--- src/rtl/cap_seq_pkg.sv ---
// Shared definitions for the capture sequencer. The state encodings are also
// used by the status readback, so their values are fixed.
package cap_seq_pkg;

    typedef enum logic [2:0] {
        CS_IDLE  = 3'd0,
        CS_PRE   = 3'd1,
        CS_ARMED = 3'd2,
        CS_POST  = 3'd3,
        CS_DONE  = 3'd4
    } cap_state_e;

    // States in which an incoming sample strobe may reach the SRAM.
    function automatic logic cs_writes(input cap_state_e s);
        return (s == CS_PRE) || (s == CS_ARMED) || (s == CS_POST);
    endfunction

endpackage

--- src/rtl/cap_seq_sat_cnt.sv ---
// Saturating up-counter with synchronous clear. hit_o flags that the count is
// at the limit, or reaches it with the increment taken this cycle.
module cap_seq_sat_cnt #(
    parameter int W = 18
) (
    input  logic         clk,
    input  logic         nrst,
    input  logic         clr_i,
    input  logic         en_i,
    input  logic [W-1:0] limit_i,
    output logic [W-1:0] cnt_o,
    output logic         hit_o
);
    localparam logic [W-1:0] ONE = {{(W-1){1'b0}}, 1'b1};

    logic [W-1:0] cnt_q, cnt_d;
    logic         at_lim;

    always_comb begin
        at_lim = (cnt_q == limit_i);
        cnt_d  = cnt_q;
        if (clr_i) begin
            cnt_d = '0;
        end else if (en_i && !at_lim) begin
            cnt_d = cnt_q + ONE;
        end
    end

    always_ff @(posedge clk) begin
        if (!nrst) begin
            cnt_q <= '0;
        end else begin
            cnt_q <= cnt_d;
        end
    end

    assign cnt_o = cnt_q;
    assign hit_o = at_lim || (en_i && ((cnt_q + ONE) == limit_i));

endmodule

--- src/rtl/cap_seq.sv ---
// Capture sequencer: gates sample writes into the SRAM ring, tracks pre/post
// trigger depth and reports the trigger-anchored read window.
module cap_seq
    import cap_seq_pkg::*;
#(
    parameter int ADDR_W = 18
) (
    input  logic              clk,
    input  logic              nrst,
    input  logic              run,
    input  logic              smpl_wr,
    input  logic              trig_pulse,
    input  logic              trig_force,
    input  logic [ADDR_W-1:0] pre_len,
    input  logic [ADDR_W-1:0] post_len,
    output logic              wr_en,
    output logic [ADDR_W-1:0] wr_addr,
    output logic [ADDR_W-1:0] trig_addr,
    output logic [ADDR_W-1:0] rd_start,
    output logic [ADDR_W-1:0] pre_kept,
    output logic              armed,
    output logic              cap_done
);
    localparam logic [ADDR_W-1:0] ONE = {{(ADDR_W-1){1'b0}}, 1'b1};

    cap_state_e        state_q, state_d;
    logic [ADDR_W-1:0] ptr_q, ptr_d;
    logic [ADDR_W-1:0] pre_len_q, pre_len_d;
    logic [ADDR_W-1:0] post_len_q, post_len_d;
    logic [ADDR_W-1:0] trig_addr_q, trig_addr_d;
    logic [ADDR_W-1:0] pre_kept_q, pre_kept_d;
    logic              pend_q, pend_d;

    logic              in_idle, in_pre, in_armed, in_post;
    logic              wr_ok, trig_hit;
    logic [ADDR_W-1:0] pre_cnt, post_cnt, kept_max;
    logic              pre_hit, post_hit;
    logic              unused_post_cnt;

    assign in_idle  = (state_q == CS_IDLE);
    assign in_pre   = (state_q == CS_PRE);
    assign in_armed = (state_q == CS_ARMED);
    assign in_post  = (state_q == CS_POST);

    // A zero-length pre phase is a single idle cycle with no writes.
    assign wr_ok    = run && smpl_wr && cs_writes(state_q) && !(in_pre && (pre_len_q == '0));
    assign trig_hit = wr_ok && ((in_pre   && (pend_q || trig_force)) ||
                                (in_armed && (pend_q || trig_pulse || trig_force)));
    // Ring holds trigger + post samples, leaving 2**ADDR_W-1-post_len slots for history.
    assign kept_max = ~post_len_q;

    cap_seq_sat_cnt #(.W(ADDR_W)) u_pre_cnt (
        .clk     (clk),
        .nrst    (nrst),
        .clr_i   (in_idle),
        .en_i    (wr_ok && (in_pre || in_armed)),
        .limit_i (pre_len_q),
        .cnt_o   (pre_cnt),
        .hit_o   (pre_hit)
    );

    cap_seq_sat_cnt #(.W(ADDR_W)) u_post_cnt (
        .clk     (clk),
        .nrst    (nrst),
        .clr_i   (in_idle || trig_hit),
        .en_i    (wr_ok && in_post),
        .limit_i (post_len_q),
        .cnt_o   (post_cnt),
        .hit_o   (post_hit)
    );

    assign unused_post_cnt = ^post_cnt;

    always_comb begin
        state_d     = state_q;
        ptr_d       = wr_ok ? (ptr_q + ONE) : ptr_q;
        pend_d      = pend_q;
        pre_len_d   = pre_len_q;
        post_len_d  = post_len_q;
        trig_addr_d = trig_addr_q;
        pre_kept_d  = pre_kept_q;

        case (state_q)
            CS_IDLE: begin
                pend_d = 1'b0;
                if (run) begin
                    state_d    = CS_PRE;
                    ptr_d      = '0;
                    pre_len_d  = pre_len;
                    post_len_d = post_len;
                end
            end
            CS_PRE: begin
                if (!trig_hit) begin
                    pend_d = pend_q || trig_force;
                    if (pre_hit) begin
                        state_d = CS_ARMED;
                    end
                end
            end
            CS_ARMED: begin
                if (!trig_hit) begin
                    pend_d = pend_q || trig_pulse || trig_force;
                end
            end
            CS_POST: begin
                if (post_hit) begin
                    state_d = CS_DONE;
                end
            end
            CS_DONE: begin
                pend_d = 1'b0;
            end
            default: begin
                state_d = CS_IDLE;
            end
        endcase

        if (trig_hit) begin
            trig_addr_d = ptr_q;
            pre_kept_d  = (pre_cnt > kept_max) ? kept_max : pre_cnt;
            pend_d      = 1'b0;
            state_d     = (post_len_q == '0) ? CS_DONE : CS_POST;
        end

        // Stopping overrides everything; the trigger window is kept for readout.
        if (!run) begin
            state_d = CS_IDLE;
            pend_d  = 1'b0;
        end
    end

    always_ff @(posedge clk) begin
        if (!nrst) begin
            state_q     <= CS_IDLE;
            ptr_q       <= '0;
            pend_q      <= 1'b0;
            pre_len_q   <= '0;
            post_len_q  <= '0;
            trig_addr_q <= '0;
            pre_kept_q  <= '0;
        end else begin
            state_q     <= state_d;
            ptr_q       <= ptr_d;
            pend_q      <= pend_d;
            pre_len_q   <= pre_len_d;
            post_len_q  <= post_len_d;
            trig_addr_q <= trig_addr_d;
            pre_kept_q  <= pre_kept_d;
        end
    end

    assign wr_en     = wr_ok;
    assign wr_addr   = ptr_q;
    assign trig_addr = trig_addr_q;
    assign pre_kept  = pre_kept_q;
    assign rd_start  = trig_addr_q - pre_kept_q;
    assign armed     = in_armed;
    assign cap_done  = (state_q == CS_DONE);

endmodule
--- config.mk ---
export PLATFORM = sky130hd
export DESIGN_NAME = cap_seq
export DESIGN_NICKNAME = d
export VERILOG_FILES = /design/src/rtl/cap_seq_pkg.sv /design/src/rtl/cap_seq_sat_cnt.sv /design/src/rtl/cap_seq.sv
export SDC_FILE = /design/constraint.sdc
export NUM_CORES = 1
export LEC_CHECK = 0
export CORE_UTILIZATION = 25
export CTS_CLUSTER_SIZE = 14
export DETAILED_ROUTE_END_ITERATION = 8
export DONT_BUFFER_PORTS = 1
export SETUP_SLACK_MARGIN = 0.05
export SLEW_MARGIN = 10
export SYNTH_ARGS = -nofsm -noshare
export SYNTH_HDL_FRONTEND = slang
export SYNTH_SLANG_ARGS = --single-unit
--- constraint.sdc ---
create_clock -name clk -period 6.2 [get_ports clk]
set_clock_uncertainty 0.2 [all_clocks]
set_input_delay 1.86 -clock clk [delete_from_list [all_inputs] [get_ports clk]]
set_output_delay 1.86 -clock clk [all_outputs]
set_load 0.005 [all_outputs]
==> summary.md, run 1 <==
| Metric | Value |
|---|---|
| Drt wl/cell | `17.12 µm` |
| Top cell type's share of synthesized area | `32.53%` |
| Htree depth | `4` |
| Grt ovf | `0` |
| Clock sink count | `130` |
| Vias in the first global route | `approximately 6,400` |
| Crit. End Element | `output port` |
| CP delay by family, top | `compound AO/OA/AOI/OAI gates` |
| Max incr delay on CP | `slightly above 0.4 ns` |
| Final TNS setup | `0 ns` |
| Nets | `about 1,100` |
| Final Hold Viols | `0` |
| Post-synth EDFFs | `0` |
| Core footprint | `~32,000 µm²` |
| RSZ-0062 raised after global routing | `false` |
| First-pass GRT wire length | `between 30,000 and 40,000 µm` |
| Crit path max-delay cell type | `fa_1` |
| Final worst slack | `1.013 ns` |
| Critical Path, Cell by Cell | `inv_1 > ha_1 > fa_1 > nor2b_1 > o21ai_0 > a211oi_1 > o31ai_1 > a21boi_0 > o2111ai_1 > a31oi_1 > xnor2_1` |
| Hold Startpoint | `trig_addr[0]$_SDFFE_PN0P_` |
| Syn_nets | `approximately 1,100` |
| MaxCap Viol Count | `0` |
| Slew Limit Headroom | `50.79%` |
| Worst Path Arrival | `~3.1 ns` |
| RR Endpoint | `state_q[0]$_SDFFE_PN0P_` |
| Initial antenna violation count | `0` |
| Critical path buffer and inverter count | `1` |
| Status | `finished clean` |
| Sw Share | `between 20% and 30%` |
| Hpwl dp | `about 18,000 µm` |
| Top cells by count, synth | `nand2_1, dfxtp_1, nor2_1` |
| CP Class | `register to output port` |
| Via count | `around 7,000` |
| # IOs | `approximately 120` |
| TritonCTS clock tree | `done` |
| Number of CTS-inserted buffers | `17` |
| Seq pwr share | `between 40 and 50%` |
| Async SR Flop Fraction | `0%` |
| Peak supply drop | `0.1877 mV` |
| Post-DRT Antenna Nets | `0` |
| Clk pwr share | `between 50 and 60%` |
| TritonRoute pass-1 iters | `5` |
| Largest net degree at the start of global routing | `80` |
| Root Driver | `clkbuf_16` |
| Synth Area per Inst | `around 8 µm²` |
| Area delta synth->final | `11.57%` |
| Largest area contributor in the netlist | `dfxtp_1` |
| Yosys reg bits | `between 100 and 150` |
| Via density | `~5.0` |
| Synth Instances | `between 1,000 and 1,500` |
| DRC | `0` |
| Power per cell area | `~230 nW/µm²` |
| Max Slew Vio Count | `0` |
| Yosys cell types | `71` |
| Ratio of cells with drive above 1 in the final layout | `6.275%` |
| Primary FF master, synth | `dfxtp_1` |
| Period utilization | `a little over four fifths` |
| Synth warn | `0` |
| Post-Route WL | `roughly 24,000 µm` |
| Total GRT Usage | `~15%` |
| NetSw | `501.5 µW` |
| Achievable Freq | `about 0.19 GHz` |
| Hold Buf Count CTS | `0` |
| Final setup violating endpoints | `0` |
| Setup bufs post-CTS | `0` |
| Setup WS pre-CTS | `1.522 ns` |
| Hold Crit Class | `register to register` |
| Crit path max fanout | `3` |
| Internal | `about 1500 µW` |
| Initial core utilization | `25.36%` |
| Chip width | `between 150 and 200 µm` |
| Slew of the pin with the lowest slew margin | `~0.74 ns` |
| Top-count cell post-synth | `nand2_1` |
| Mapped cell area | `8001 µm²` |
| Critical Path RT | `between 4 and 5 ns` |
| Worst R2R Path Depth | `8` |
| Clock Latency Late Sink | `roughly 0.43 ns` |
| # diodes | `0` |
| Placer Congestion | `0.8691` |
| I/O Buffers | `0` |
| Hold Path Depth | `2` |
| RR Startpoint | `u_pre_cnt.cnt_o[1]$_SDFFE_PP0P_` |
| Rows | `between 60 and 70` |
| Synth top area cells | `dfxtp_1, nand2_1, xnor2_1, ha_1, a21boi_0` |
| Drt initial violations | `between 400 and 500` |
| Crit start category | `register` |
| Seq/Total Area, Yosys | `32.53%` |
| CTS Buffer Depth | `2` |
| Tmin final | `5.187 ns` |
| Leakage | `0.003096 µW` |
| Die ar. | `~33,000 µm²` |
| Share of total power in combinational logic | `between 6 and 7%` |
| Worst-path clk slew | `approximately 0.060 ns` |
| Post-CTS Resized | `0` |
| Die Span Y | `~180 µm` |
| Hold endpoint | `trig_addr[0]$_SDFFE_PN0P_` |
| FF-to-FF setup slack | `about 2.8 ns` |
-- power by group through the flow --
stage | clock (µW) | sequential, µW | combinational, µW
6_report | 1030 | 882 | 130
3_3_place_gp | 0 | 900 | 129
4_1_cts | 1050 | 882 | 132
5_1_grt | 1100 | 885 | 147
3_5_place_dp | 0 | 901 | 131
2_1_floorplan | 0 | 886 | 111
-- sequential cells by signal, indices dropped and copies added, names as in the netlist --
| name | cells |
|---|---|
| pend_q | 1 |
| post_len_q | 18 |
| pre_kept | 18 |
| pre_len_q | 18 |
| state_q | 3 |
| trig_addr | 18 |
| u_post_cnt.cnt_o | 18 |
| u_pre_cnt.cnt_o | 18 |
| wr_addr | 18 |
-- worst max-delay path by stage --
stage,start,endpoint,slack [ns],cells after the start
after global placement,trig_addr[0]$_SDFFE_PN0P_,rd_start[16],1.58,11
after global routing,trig_addr[0]$_SDFFE_PN0P_,rd_start[16],0.81,11
after CTS,trig_addr[0]$_SDFFE_PN0P_,rd_start[16],1.03,11
final,trig_addr[0]$_SDFFE_PN0P_,rd_start[16],1.01,11
after detailed placement,trig_addr[0]$_SDFFE_PN0P_,rd_start[16],1.52,11
after floorplan,run,wr_en,1.63,4
-- stage by stage --
| step | std cells | hold WS, ns | power (µW) | utilization [%] | area (µm²) |
|---|---|---|---|---|---|
| 2_1_floorplan | 1002 | 0.2678 | 996.5 | - | 8001 |
| 3_3_place_gp | 1358 | 0.2865 | 1030 | 26.35 | 8314 |
| 3_5_place_dp | 1358 | 0.2906 | 1032 | 26.35 | 8314 |
| 4_1_cts | 1390 | 0.2981 | 2068 | 28.28 | 8922 |
| 5_1_grt | 1390 | 0.3153 | 2127 | 28.29 | 8927 |
| 6_report | 1390 | 0.2934 | 2042 | 28.29 | 8927 |
-- final cells by class --
cell class	count	area, µm²
fill	3445	22630
inverter	40	150.1
sequential	130	2603
clock buffer	21	480.5
clock inverter	11	127.6
tap	402	503.0
multi-input combinational	781	5026
timing repair buffer	5	37.54
-- worst reg2reg max path: stages, from the launching register on --
cell       delay (ns)
dfxtp_1          0.60
ha_1             0.34
nand3_2          0.22
or3_1            0.40
a2111oi_2        0.45
nand4_1          0.17
o31ai_2          0.35
o211ai_2         0.23
o31a_1           0.32
-- placed cells by master (no fill, tap or decap), drive strengths merged, types with 5 or more instances in the layout --
master / n
a211oi: 7
a21boi: 58
a21o: 10
a21oi: 31
a31oi: 5
and2: 15
and3: 7
and4: 7
buf: 5
clkbuf: 21
clkinvlp: 6
dfxtp: 130
ha: 38
inv: 41
mux2i: 12
nand2: 159
nand3: 51
nand4: 19
nor2: 84
nor2b: 7
nor3: 25
nor4: 18
o211ai: 5
o21a: 6
o21ai: 34
o31ai: 12
or2: 6
or3: 13
xnor2: 65
xor2: 49
-- kinds of logic (layout without fill, tap and decap cells) --
logic type                 after synthesis  in the layout  share of synthesized area [%]
adders and majority gates               39             39                          6.192
AOI/OAI and AO/OA                      188            188                          16.14
buffers and inverters                   91             77                          4.801
and+or+nand+nor                        426            426                          25.99
DFF                                    130            130                          32.53
xor gates and xnor gates               114            114                          12.57
muxes                                   14             14                          1.783
-- routing by layer --
metal	track usage, %	part of all wire [%]
met4	4.718	1.5
met2	22.39	44
met3	3.991	7.4
met1	20.03	47
met5	0	0
No activity file was read; power rests on OpenSTA's default activity.
==> inputs of run 2 (changes only) <==
==> constraint.sdc (replaced) <==
create_clock -name clk -period 4.5 [get_ports clk]
set_clock_uncertainty 0.2 [all_clocks]
set_input_delay 1.35 -clock clk [delete_from_list [all_inputs] [get_ports clk]]
set_output_delay 1.35 -clock clk [all_outputs]
set_load 0.005 [all_outputs]
==> run 2 against run 1 <==
  * Cell area up 2.4%
  * Cell count increased by 0.50%
  * Sequential cell count stayed put
  * Critical path type unchanged
  * Largest power group unchanged
==> summary.md, run 2 (synthesis results as in run 1) <==
| Metric | Value |
|---|---|
| Final worst slack | `0.1320 ns (-0.8813 ns)` |
| Most frequent cells in the layout | `nand2_1, dfxtp_1, nor2_1, xnor2_1, a21boi_0` |
| CP startpoint | `trig_addr[0]$_SDFFE_PN0P_` |
| Achievable Freq | `0.2289 GHz` |
| FF-to-FF setup slack | `1.20 ns (-1.62 ns)` |
| Crit path max fanout | `3 (unchanged)` |
| Largest net degree at the start of global routing | `80 (unchanged)` |
| CTS Buffer Depth | `2 (unchanged)` |
| Setup WS pre-CTS | `0.3340 ns (-1.188 ns)` |
| Peak supply drop | `0.2503 mV (+33%)` |
| Slew of the pin with the lowest slew margin | `0.7821 ns (+0.04393 ns)` |
| Number of CTS-inserted buffers | `17 (unchanged)` |
| Crit path max-delay cell type | `fa_2` |
| Tmin final | `between 4 and 5 ns` |
| Final Util | `28.96% (+0.67 points)` |
| Hold Buf Count CTS | `0 (unchanged)` |
| # IOs | `117 (unchanged)` |
| Hold Crit Class | `register to register` |
| Critical Path RT | `2.95 ns (-1.19 ns)` |
| Total GRT Usage | `14.71% (-0.023 points)` |
| Clock sink count | `130 (unchanged)` |
| Chip width | `180.9 µm (unchanged)` |
| CP Class | `register to output port` |
| Die ar. | `32,720 µm² (unchanged)` |
| Nets | `1,063 (+0.66%)` |
| Htree depth | `4 (unchanged)` |
| Most common cell after layout, fill and taps aside | `nand2_1` |
| Hold Path Depth | `2 (unchanged)` |
| Worst-path clk slew | `0.06 ns (about the same)` |
| First-pass GRT wire length | `37,200 µm (about the same)` |
| Rows | `65 (unchanged)` |
| Final setup violating endpoints | `0 (unchanged)` |
| Setup bufs post-CTS | `0 (unchanged)` |
| FILL cells | `3,389 (-1.6%)` |
| Clock Latency Late Sink | `0.43 ns (about the same)` |
| Root Driver | `clkbuf_16` |
| Core footprint | `31,560 µm² (unchanged)` |
| Power per cell area | `332.8 nW/µm² (+45%)` |
| RSZ-0062 raised after global routing | `true` |
| Via density | `4.997 (+0.90%)` |
| I/O Buffers | `0 (unchanged)` |
| Placer Congestion | `0.8918 (+2.6%)` |
| Vias in the first global route | `6,323 (-1.2%)` |
| Max Slew Vio Count | `0 (unchanged)` |
| Initial antenna violation count | `0 (unchanged)` |
| Post-route cell area | `9138 µm² (+2.4%)` |
| Post-Route WL | `24,110 µm (+1.3%)` |
| Leakage | `0.003219 µW (+4.0%)` |
| Area delta synth->final | `14.20%` |
| Max incr delay on CP | `0.40 ns (about the same)` |
| Final Hold Viols | `0 (unchanged)` |
| Ratio of cells with drive above 1 in the final layout | `8.844% (+2.6 points)` |
| Status | `finished clean` |
| Drt initial violations | `588 (+35%)` |
| Drt wl/cell | `17.26 µm (+0.81%)` |
| Via count | `6,981 (+1.4%)` |
| TritonCTS clock tree | `done` |
| MaxCap Viol Count | `0 (unchanged)` |
| Period utilization | `a little over nine tenths` |
| Hold Startpoint | `trig_addr[0]$_SDFFE_PN0P_` |
| Critical path buffer and inverter count | `1 (unchanged)` |
| RR Startpoint | `u_pre_cnt.cnt_o[1]$_SDFFE_PP0P_` |
| Crit start category | `register` |
| DRC | `0 (unchanged)` |
| # diodes | `0 (unchanged)` |
| CP delay by family, top | `compound AO/OA/AOI/OAI gates` |
| Critical Path, Cell by Cell | `inv_1 > ha_2 > fa_2 > nor2b_2 > o21ai_2 > a211oi_2 > o31ai_2 > a21boi_2 > o2111ai_2 > a31oi_1 > xnor2_1` |
| Hpwl dp | `18,210 µm (about the same)` |
| Crit. End Element | `output port` |
| Slew Limit Headroom | `47.86% (-2.9 points)` |
| Initial core utilization | `25.36% (unchanged)` |
| Worst Path Arrival | `2.82 ns (-0.31 ns)` |
| Die Span Y | `180.9 µm (unchanged)` |
| RR Endpoint | `state_q[0]$_SDFFE_PN0P_` |
| TritonRoute pass-1 iters | `6 (+1)` |
| Post-DRT Antenna Nets | `0 (unchanged)` |
| Worst R2R Path Depth | `9 (+1)` |
| Hold endpoint | `trig_addr[0]$_SDFFE_PN0P_` |
| Grt ovf | `0 (unchanged)` |
| Area after DPL | `8367 µm² (+0.63%)` |
[run 2: metal layers]
layer	track usage, %	up-vias	wire (µm)
met1	19.99	3286	11430
li1	-	3429	-
met4	4.479	0	420
met3	4.374	28	1810
met2	22.19	238	10450
met5	0	-	0
[run 2: worst max-delay path by stage]
stage                   end  slack [ns]  depth (start not counted)
2_1_floorplan  rd_start[16]        0.62                         11
3_3_place_gp   rd_start[16]        0.37                         11
3_5_place_dp   rd_start[16]        0.33                         11
4_1_cts        rd_start[16]        0.06                         11
5_1_grt        rd_start[16]       -0.02                         11
6_report       rd_start[16]        0.13                         11
[run 2: timing repair]
item,CTS,global route
cloned,0,0
setup endpoints to repair,5,5
gates resized for setup,5,17
pin swaps,2,10
[run 2: power by group]
part	switching (µW)	internal [µW]	leakage, µW
clock	554	1090	0.000334
sequential	44.1	1170	0.00106
combinational	105	75.1	0.00183
total	703	2340	0.00322
[run 2: layout make-up]
cell class                      instances  area, µm²  area share (%)
Clock inverter                         11      222.7           2.437
Inverter                               40      150.1           1.643
Multi-Input combinational cell        781       5094           55.74
Clock buffer                           21      470.5           5.149
Timing Repair Buffer                   12      90.09          0.9859
Tap cell                              402      503.0           5.505
Sequential cell                       130       2608           28.54
[run 2: through the flow]
stage / instances / TNS [ns] / hold slack (ns) / power [µW]
floorplan: 1002 / 0 / 0.2678 / 1373
global placement: 1365 / 0 / 0.2796 / 1418
detailed placement: 1365 / 0 / 0.2905 / 1423
CTS: 1397 / 0 / 0.2987 / 3064
global route: 1397 / -0.01740 / 0.3123 / 3145
finish: 1397 / 0 / 0.2906 / 3041
[run 2: tightest hold or removal path: stages, from the launching register on]
cell and delay (ns):
dfxtp_2 0.33, nand2_1 0.05, a21boi_0 0.07
